<file path="src/rtl/regfile_write_arbiter.sv">
// regfile_write_arbiter
// Shares the single register-file write port between NUM_REQ writeback
// sources. Round-robin arbitration with optional burst locking of the last
// winner, followed by a one-cycle registered output stage.
// Optional build macro: REGARB_ZERO_FILTER_EN (suppress writes to $zero).
module regfile_write_arbiter #(
    parameter int NUM_REQ   = 3,
    parameter int MAX_BURST = 4
) (
    input  logic                    Clock,
    input  logic                    reset,
    input  logic                    wr_stall,
    input  logic [NUM_REQ-1:0]      req,
    input  logic [NUM_REQ-1:0]      lock,
    input  logic [5*NUM_REQ-1:0]    addr_flat,
    input  logic [32*NUM_REQ-1:0]   data_flat,
    output logic [NUM_REQ-1:0]      grant,
    output logic                    RegWrite,
    output logic [4:0]              Address3Write,
    output logic [31:0]             WriteData,
    output logic [2:0]              owner
);

    typedef enum logic {ARB = 1'b0, LOCKED = 1'b1} state_t;

    state_t               state, state_nx;
    logic [2:0]           rr_ptr, rr_nx;
    logic [3:0]           burst_cnt, cnt_nx;
    logic                 xfer_p0;
    logic [2:0]           gidx_p0;
    logic [4:0]           addr_p0;
    logic [31:0]          data_p0;
    logic                 wen_p0;
    logic                 own_req, own_lock;
    logic [NUM_REQ-1:0]   own_mask, arb_req;
    logic [3:0]           pick;
    logic [5*NUM_REQ-1:0] addr_sh;
    logic [32*NUM_REQ-1:0] data_sh;

    // Bit idx of a requester vector, via shift to keep index widths exact.
    function automatic logic bit_at(input logic [NUM_REQ-1:0] v, input logic [2:0] idx);
        logic [NUM_REQ-1:0] sh;
        sh = v >> idx;
        return sh[0];
    endfunction

    // First set bit of r scanning upward from ptr with wrap; {found, index}.
    function automatic logic [3:0] rr_pick(input logic [NUM_REQ-1:0] r, input logic [2:0] ptr);
        logic [3:0] res;
        int         j;
        res = 4'd0;
        for (int i = NUM_REQ - 1; i >= 0; i--) begin
            j = int'(ptr) + i;
            if (j >= NUM_REQ) j = j - NUM_REQ;
            if (bit_at(r, 3'(j))) res = {1'b1, 3'(j)};
        end
        return res;
    endfunction

    // Arbitration: locked owner first while its burst lasts, else round-robin.
    always_comb begin
        xfer_p0  = 1'b0;
        gidx_p0  = 3'd0;
        state_nx = state;
        rr_nx    = rr_ptr;
        cnt_nx   = burst_cnt;
        own_req  = bit_at(req, owner);
        own_lock = bit_at(lock, owner);
        own_mask = NUM_REQ'(1) << owner;
        arb_req  = req;
        pick     = 4'd0;
        if (reset && !wr_stall) begin
            if (state == LOCKED && own_req && own_lock && burst_cnt < 4'(MAX_BURST)) begin
                xfer_p0 = 1'b1;
                gidx_p0 = owner;
                cnt_nx  = burst_cnt + 4'd1;
            end else begin
                // An exhausted burst owner yields unless nobody else is asking.
                if (state == LOCKED && own_req && own_lock && (req & ~own_mask) != '0)
                    arb_req = req & ~own_mask;
                pick     = rr_pick(arb_req, rr_ptr);
                state_nx = ARB;
                cnt_nx   = 4'd0;
                if (pick[3]) begin
                    xfer_p0 = 1'b1;
                    gidx_p0 = pick[2:0];
                    rr_nx   = (pick[2:0] == 3'(NUM_REQ - 1)) ? 3'd0 : pick[2:0] + 3'd1;
                    if (bit_at(lock, pick[2:0])) begin
                        state_nx = LOCKED;
                        cnt_nx   = 4'd1;
                    end
                end
            end
        end
        grant = xfer_p0 ? (NUM_REQ'(1) << gidx_p0) : '0;
    end

    // Route the winner's address and data toward the output stage.
    always_comb begin
        addr_sh = addr_flat >> (5 * int'(gidx_p0));
        data_sh = data_flat >> (32 * int'(gidx_p0));
        addr_p0 = addr_sh[4:0];
        data_p0 = data_sh[31:0];
    end

`ifdef REGARB_ZERO_FILTER_EN
    assign wen_p0 = xfer_p0 && (addr_p0 != 5'd0);
`else
    assign wen_p0 = xfer_p0;
`endif

    // Arbiter state: FSM, round-robin pointer, burst counter, last owner.
    always_ff @(posedge Clock or negedge reset) begin
        if (!reset) begin
            state     <= ARB;
            rr_ptr    <= 3'd0;
            burst_cnt <= 4'd0;
            owner     <= 3'd0;
        end else begin
            state     <= state_nx;
            rr_ptr    <= rr_nx;
            burst_cnt <= cnt_nx;
            if (xfer_p0) owner <= gidx_p0;
        end
    end

    // ---- stage p0 -> register-file write port ----
    // Output stage: one-cycle registered write, address/data hold when idle.
    always_ff @(posedge Clock or negedge reset) begin
        if (!reset) begin
            RegWrite      <= 1'b0;
            Address3Write <= 5'd0;
            WriteData     <= 32'd0;
        end else begin
            RegWrite <= wen_p0;
            if (xfer_p0) begin
                Address3Write <= addr_p0;
                WriteData     <= data_p0;
            end
        end
    end

endmodule

</file>
<file path="config.mk">
export PLATFORM = sky130hd
export DESIGN_NAME = regfile_write_arbiter
export DESIGN_NICKNAME = d
export VERILOG_FILES = /design/src/rtl/regfile_write_arbiter.sv
export SDC_FILE = /design/constraint.sdc
export NUM_CORES = 1
export LEC_CHECK = 0
export BUFFER_PORTS_ARGS = -buffer_cell sky130_fd_sc_hd__clkbuf_2
export CAP_MARGIN = 20
export CORE_MARGIN = 3
export CORE_UTILIZATION = 48
export CTS_CLUSTER_SIZE = 8
export DETAILED_ROUTE_END_ITERATION = 8
export HOLD_SLACK_MARGIN = 0.08
export PLACE_DENSITY = 0.86
export SLEW_MARGIN = 10
export SYNTH_ARGS = -nofsm -noshare
export SYNTH_HDL_FRONTEND = slang
export SYNTH_SLANG_ARGS = --single-unit
</file>
<file path="constraint.sdc">
create_clock -name Clock -period 4.45 [get_ports Clock]
set_input_delay 0.2225 -clock Clock [delete_from_list [all_inputs] [get_ports Clock]]
set_output_delay 0.2225 -clock Clock [all_outputs]
set_load 0.05 [all_outputs]
</file>
==> impl_metrics.json <==
{
  "met2_length_mm": 4.65,
  "cts_buffer_depth": 2,
  "wl_per_cell_um": 17.7,
  "maxCapViolations": 0,
  "die_h_um": 84.6,
  "final-hold-violation-count": 0,
  "maxSlewHeadroom_pct": 31.8,
  "clock_latency_ns": 0.30,
  "worstPathArrival_ns": 3.85,
  "synth_nets": 426,
  "dp_cells": 515,
  "cts_buffers": 5,
  "clk_pin_slew_ns": 0.09,
  "cts_max_level": 2,
  "antenna_found_initial": 0,
  "die_area_sq_mm": 0.00715,
  "pre_cts_ws_ns": 0.771,
  "route.met3.wl_um": 666,
  "ff_latch_area_sq_mm": 0.00123,
  "grt_max_degree": 51,
  "fin_util_pct": 69.1,
  "drive_above_1_share_pct": 41.8,
  "grt_pass1_wl_mm": 14.8,
  "port_buffers": 163,
  "worst_slew_pin_slew_ns": 1.02,
  "grt_setup_unrepaired": "false",
  "core_sq_mm": 0.00574,
  "crit_path_start_kind": "flop",
  "instances_no_fill": 524,
  "tns_ns": 0,
  "cts_root_buf": "clkbuf_8",
  "setup_ws_ns": 0.375,
  "antenna_left": 0,
  "slew_viol_final": 0,
  "criticalPathCategory": "flop to output pin",
  "worstPathRequired_ns": 4.23,
  "num_vias": 3148,
  "hp-class": "primary input to flop",
  "dieWidth_um": 84.6,
  "path_max_fanout": 28,
  "firstDrtPassIters": 4,
  "start_util_pct": 51.6,
  "max_freq_mhz": 245,
  "cts_setup_buffers": 0,
  "async_flop_share_pct": 100,
  "ios": 164,
  "yosysWarnings": 0,
  "grt_use_total_pct": 24.9,
  "synth_edf_count": 0,
  "grt_pass1_vias": 3093,
  "cts_sinks": 49,
  "diodes": 0,
  "period_needed_ns": 4.08,
  "gp_congestion": 0.934,
  "hpwlAfterDp_mm": 6.90,
  "fp-row-count": 27,
  "avgSynthCellArea_sq_um": 9.94,
  "holdWs_ns": 0.143,
  "status": "finished, final reports clean",
  "synth-seq-area-share_pct": 41.4,
  "multiInputGateArea_sq_mm": 0.00161,
  "wl_met1_mm": 3.79,
  "via_per_inst": 6.01,
  "area_delta_synth_final_pct": 33.9,
  "end_kind": "output pin",
  "drc": 0,
  "synth_cells": 298,
  "ys.flop_type": "dfrtp_1",
  "cts_tree": "done",
  "nets": 579,
  "finalCritPeriodShare_pct": 91.6,
  "syn_area_sq_mm": 0.00296,
  "cellLeakagePower_nw": 1.96,
  "routed_wirelength_mm": 9.25,
  "ir_drop_mv": 0.464,
  "final.setup_skew_ns": 0.0114,
  "synth_seq_cells": 49,
  "cts_resized": 0,
  "synth.distinct_cells": 43,
  "drtIter0Drc": 191,
  "num-fill-cells": 454,
  "top_layer_used": "met4",
  "setup_viol": 0,
  "p_per_area_mw_per_mm2": 796,
  "gr-total-overflow": 0
}
-- path summary, 6_finish.rpt --
| check | to | slack, ns | cells after the start | start |
|---|---|---|---|---|
| worst max-delay path | grant[0] | 0.37 | 11 | rr_ptr[0] |
| worst min-delay path | WriteData[0] | 0.14 | 2 | data_flat[0] |
| worst max register to register | Address3Write[3] | 0.75 | 11 | rr_ptr[0] |
| worst min register to register | burst_cnt[1] | 0.48 | 2 | burst_cnt[1] |
| max in group asynchronous | WriteData[2] | 3.45 | 3 | reset |
| min in group asynchronous | WriteData[29] | 0.58 | 3 | reset |
-- metrics by stage --
step | cell area, sq um | total power [W]
2_1_floorplan | 2960 | 0.00233
3_3_place_gp | 3850 | 0.00276
3_5_place_dp | 3850 | 0.00282
4_1_cts | 3970 | 0.00315
5_1_grt | 3970 | 0.00333
6_report | 3970 | 0.00316
-- cells in the final DEF, fill, tap and decap left out, types with 3 or more instances in the layout --
cell type / count
mux2i_1: 4
ha_1: 8
buf_4: 5
o22ai_1: 5
nor2_1: 9
o211ai_1: 6
clkbuf_8: 5
nor3_1: 4
o31ai_1: 3
clkbuf_2: 162
nand3_1: 6
inv_1: 9
xnor2_1: 4
nand2_1: 51
o2bb2ai_1: 37
o21ai_0: 7
dfrtp_1: 49
a221o_1: 37
nand2b_1: 4
-- cell type report --
type	count	area share [%]
clock inverter	2	0.978
multi-input combinational	216	40.5
timing repair buffer	170	22.6
clock buffer	6	1.83
tap	72	2.27
sequential	49	30.9
inverter	9	0.851
-- power breakdown --
part / total [W] / switching (W) / internal, W
combinational: 0.00206 / 0.00135 / 0.000709
clock: 0.000317 / 0.000149 / 0.000169
sequential: 0.000777 / 0.000139 / 0.000638
-- worst max-delay path, cell delays in order, from the launching register on --
cell,delay (ns)
dfrtp_1,0.54
ha_1,0.29
ha_1,0.40
and4bb_2,0.28
a22oi_1,0.09
o22ai_1,0.25
o22ai_1,0.14
a2bb2oi_1,0.35
or2_1,0.28
and4b_1,0.54
buf_12,0.25
buf_12,0.15
-- what timing repair did --
action                                  4_1_cts  5_1_grt
endpoints found under the setup margin        0        0
hold buffers                                  1        0
endpoints found under the hold margin        49        0
-- state kept, by name, summed over array words and instances, names as in the netlist --
name,count
state,1
rr_ptr,3
RegWrite,1
owner,3
Address3Write,5
WriteData,32
burst_cnt,4
-- cells by family (layout without fill, tap and decap cells) --
logic type      count (synthesis)  after routing  share of synthesized area [%]
simple gates                   87             87                           13.7
compound gates                112            112                           33.4
xor+xnor                        5              5                           1.48
mux                             4              4                           1.35
flops                          49             49                           41.4
buf+inv                        33            187                           5.24
fa+ha+maj                       8              8                           3.38
-- Yosys cell counts (all sizes together), types with 2 or more instances --
master   instances  area (sq um)
nand2           51           191
dfrtp           49          1230
a221o           37           370
o2bb2ai         37           324
clkbuf          14          52.6
buf             10          68.8
inv              9          33.8
nor2             9          33.8
o21ai            9          48.8
ha               8           100
nand3            6          30.0
o211ai           6          45.0
o22ai            5          31.3
mux2i            4          40.0
nand2b           4          25.0
nor3             4          20.0
xnor2            4          35.0
o31ai            3          22.5
or2              3          18.8
a211oi           2          25.0
a21oi            2          10.0
a22oi            2          15.0
a2bb2oi          2          17.5
and2             2          12.5
nor2b            2          12.5
-- routing by layer --
layer  GRT usage [%]  vias to the layer above
met5               0                        -
met4            7.63                        0
met3            3.04                       14
met2            43.7                      150
met1            31.9                     1527
li1                -                     1457
(Power assumes the default switching activity.)
